<file path="src/rtl/alu_core.sv">
// 32-bit execute-stage ALU: eight operations selected by op, result and zero
// flag registered together so the EX/MEM boundary sees a one-cycle latency.
module alu_core (
  input  logic        clk,
  input  logic        rst,
  input  logic [31:0] A,
  input  logic [31:0] B,
  input  logic [2:0]  op,
  input  logic [4:0]  sa,
  output logic [31:0] res,
  output logic        o_zf
);

  typedef enum logic [2:0] {
    OP_ADD = 3'b000,
    OP_SUB = 3'b001,
    OP_AND = 3'b010,
    OP_OR  = 3'b011,
    OP_SLL = 3'b100,
    OP_SRL = 3'b101,
    OP_SRA = 3'b110,
    OP_SLT = 3'b111
  } alu_op_t;

  logic [31:0] result_nxt;

  always_comb begin
    result_nxt = 32'h0000_0000;
    case (alu_op_t'(op))
      OP_ADD: result_nxt = A + B;
      OP_SUB: result_nxt = A - B;
      OP_AND: result_nxt = A & B;
      OP_OR:  result_nxt = A | B;
      OP_SLL: result_nxt = B << sa;
      OP_SRL: result_nxt = B >> sa;
      OP_SRA: result_nxt = $unsigned($signed(B) >>> sa);
      OP_SLT: result_nxt = {31'd0, $signed(A) < $signed(B)};
      default: result_nxt = 32'h0000_0000;
    endcase
  end

  // Zero flag comes from the same value loaded into res, never a partial term.
  always_ff @(posedge clk) begin
    if (rst) begin
      res  <= 32'h0000_0000;
      o_zf <= 1'b1;
    end else begin
      res  <= result_nxt;
      o_zf <= (result_nxt == 32'h0000_0000);
    end
  end

endmodule

</file>
<file path="config.mk">
export PLATFORM = sky130hd
export DESIGN_NAME = alu_core
export DESIGN_NICKNAME = d
export VERILOG_FILES = /design/src/rtl/alu_core.sv
export SDC_FILE = /design/constraint.sdc
export NUM_CORES = 1
export LEC_CHECK = 0
export BUFFER_PORTS_ARGS = -buffer_cell sky130_fd_sc_hd__buf_2
export CORE_UTILIZATION = 46
export DETAILED_ROUTE_END_ITERATION = 6
export GPL_TIMING_DRIVEN = 0
export PLACE_DENSITY = 0.67
export SKIP_CTS_REPAIR_TIMING = 1
export SKIP_LAST_GASP = 1
export SLEW_MARGIN = 5
export SYNTH_ARGS = -nofsm -noshare
export SYNTH_HDL_FRONTEND = slang
export SYNTH_SLANG_ARGS = --single-unit
</file>
<file path="constraint.sdc">
create_clock -name clk -period 4.8 [get_ports clk]
set_input_delay 0.48 -clock clk [delete_from_list [all_inputs] [get_ports clk]]
set_output_delay 0.48 -clock clk [all_outputs]
set_load 0.02 [all_outputs]
</file>
==> results.sh <==
export IMPL_die_x_um=156.5
export IMPL_syn_cell_area_um2=10980
export IMPL_critPathMaxStageDelay_ps=820
export IMPL_synth_nets=1679
export IMPL_dieHeight_um=156.5
export IMPL_synthDistinctLibCells=93
export IMPL_core_area_um2=23400
export IMPL_hpwlAfterDp_mm=48.06
export IMPL_status="finished, violations left"
export IMPL_vias_per_cell=7.211
export IMPL_drive_gt1_share_pct=17.30
export IMPL_async_flop_share_pct=0
export IMPL_crit_buf_inv=3
export IMPL_rows=56
export IMPL_grt_pass1_vias=13120
export IMPL_synth_edf_count=0
export IMPL_critPathSlowestCell="clkbuf_1"
export IMPL_arrival_ps=4920
export IMPL_drtAntennaViolNets=0
export IMPL_numCtsBuffers=5
export IMPL_final_nets=1784
export IMPL_grt_ovfl_total=0
export IMPL_antenna_found_initial=2
export IMPL_ir_drop_mv=0.1602
export IMPL_drc=9
export IMPL_cts_root_buf="clkbuf_16"
export IMPL_drt_iter0_drc=2073
export IMPL_timing_final_crit_share_pct=98.67
export IMPL_p_leak_nw=5.132
export IMPL_holdWs_ps=462.8
export IMPL_hp_class="in2reg"
export IMPL_violations="DRC"
export IMPL_setup_violations=0
export IMPL_dr_pass1_iters=7
export IMPL_required_ps=4990
export IMPL_crit_family="compound AO/OA/AOI/OAI gates"
export IMPL_worst_setup_path_end_kind="register"
export IMPL_start_util_pct=46.90
export IMPL_portBuffers=104
export IMPL_drv_cap=0
export IMPL_cts_tree="built"
export IMPL_fmax_mhz=211.1
export IMPL_hold_viol=0
export IMPL_num_fill_cells=2454
export IMPL_power_density_nw_per_um2=177.3
export IMPL_fin_crit_ps=4736
export IMPL_syn_inst=1507
export IMPL_synth_seq_cells=33
export IMPL_grt_first_pass_wirelength_mm=87.46
export IMPL_dieArea_um2=24480
export IMPL_rsz0062_at_grt="no"
export IMPL_path_clk_slew_ps=50
export IMPL_synth_ff_type="dfxtp_1"
export IMPL_maxSlewViolCount=0
export IMPL_gp_congestion=1.092
export IMPL_path_class="in2reg"
export IMPL_avgSynthCellArea_um2=7.284
export IMPL_avgRoutedWirePerCell_um=31.11
export IMPL_grt_max_degree=12
export IMPL_clock_sinks=33
export IMPL_critPathMaxFanout=10
export IMPL_htreeDepth=2
export IMPL_start_kind="input pin"
export IMPL_tightestPinTransition_ps=1402
export IMPL_grt_use_total_pct=49.38
export IMPL_seq_area_um2=660.6
export IMPL_via_count=13950
export IMPL_area_delta_synth_final_pct=9.769
export IMPL_synth_seq_area_share_pct=6.018
export IMPL_ys_warnings_count=0
export IMPL_io_pins=107
export IMPL_clockBufferDepth=2
export IMPL_fin_tns_setup_ps=0
export IMPL_wl_mm=60.20
export IMPL_crit_chain="buf_6 -> buf_6 -> clkbuf_1 -> nor2_1 -> a22o_1 -> o21ai_1 -> o2111ai_1 -> a22o_1 -> o211ai_1 -> o2111ai_1 -> a2111oi_2 -> nand3_1 -> o41ai_2"
export IMPL_relSlewSlack_pct=6.307
export IMPL_multi_input_area_um2=9270
[final timing paths]
| kind | start | endpoint | slack [ps] | depth (start not counted) |
|---|---|---|---|---|
| setup / recovery | sa[2] | o_zf | 60 | 13 |
| hold / removal | rst | res[30] | 460 | 2 |
[cell families after synthesis]
family,share of synthesized area [%]
compound gates,29.56
xor+xnor,1.436
fa+ha+maj,11.31
buf+inv,9.791
flops,6.018
mux,19.98
simple gates,21.91
[metrics by stage]
| stage | worst slack (ps) | util (%) | power, mW | cell area (um2) | std cells |
|---|---|---|---|---|---|
| global placement | -296.5 | 50.83 | 1.748 | 11900 | 1930 |
| finish | 63.74 | 51.49 | 2.136 | 12050 | 1935 |
| floorplan | 892.6 | - | 1.249 | 10980 | 1507 |
| detailed placement | -292.2 | 50.83 | 1.747 | 11900 | 1930 |
| global route | 29.34 | 51.45 | 2.221 | 12040 | 1932 |
| CTS | -15.59 | 51.43 | 2.065 | 12040 | 1938 |
[per-layer routing]
metal	vias to the layer above	GRT usage, %	share of wire (%)
li1	5837	-	-
met1	6510	59.21	35
met2	1265	75.60	42
met3	340	13.18	13
met4	2	36.93	8.7
met5	-	0	0.023
[power by group]
part	leakage, nW	switching (mW)	internal [mW]
registers	0.274	0.00504	0.303
logic	4.79	1.00	0.509
clock network	0.0706	0.124	0.190
total	5.13	1.13	1.00
[cell usage after synthesis, types with 6 or more instances]
cell type  count  share of area, %
a211o_1        8              0.64
a211oi_1      32               2.2
a21o_1        16               1.1
a21oi_1      114               5.2
a221oi_1      17               1.4
a22oi_1        6              0.41
a2bb2oi_1      6              0.48
a31oi_1       18               1.0
and2_1        21               1.2
and3_1        14              0.80
buf_2         25               1.1
buf_4         17               1.2
buf_6         13               1.3
clkbuf_1      75               2.6
dfxtp_1       33               6.0
ha_1          96                11
inv_1         99               3.4
mux2_2        21               2.2
mux2i_1       65               5.9
mux4_2        57                12
nand2_1      122               4.2
nand2b_1      15              0.85
nand3_1       34               1.6
nand3b_1       7              0.48
nand4_1       14              0.80
nor2_1       168               5.7
nor2b_1       15              0.85
nor3_1        39               1.8
nor4_1        19               1.1
o2111ai_1      6              0.48
o211ai_1      26               1.8
o21ai_0       85               3.9
o21ai_1        6              0.27
o221ai_1       9              0.72
o22ai_1       16              0.91
o31ai_1       19               1.3
or3_1          9              0.51
xnor2_1       13               1.0
[final cells by class]
class	count	share of cell area (%)
Clock inverter	2	0.08307
Multi-Input combinational cell	1239	76.94
Tap cell	319	3.313
Sequential cell	33	5.483
Timing Repair Buffer	104	4.320
Antenna cell	3	0.06231
Clock buffer	6	1.070
Inverter	101	3.146
Buffer	128	5.587
[sequential cells by signal (all words and copies together), names as in the netlist]
signal and flops:
o_zf 1, res 32
[placed cells by master (no fill, tap or decap), types with 9 or more instances in the layout]
master	netlist	routed
a211oi_1	32	30
a21o_1	16	16
a21oi_1	114	114
a221oi_1	17	16
a31oi_1	18	18
and2_1	21	21
and3_1	14	14
buf_2	25	129
buf_4	17	17
buf_6	13	13
clkbuf_1	75	70
dfxtp_1	33	33
ha_1	96	96
inv_1	99	99
mux2_2	21	21
mux2i_1	65	65
mux4_2	57	57
nand2_1	122	122
nand2b_1	15	15
nand3_1	34	34
nand4_1	14	14
nor2_1	168	168
nor2b_1	15	15
nor3_1	39	39
nor4_1	19	17
o211ai_1	26	26
o21ai_0	85	84
o221ai_1	9	9
o22ai_1	16	16
o31ai_1	19	19
or3_1	9	9
xnor2_1	13	13
(Power assumes the default switching activity.)
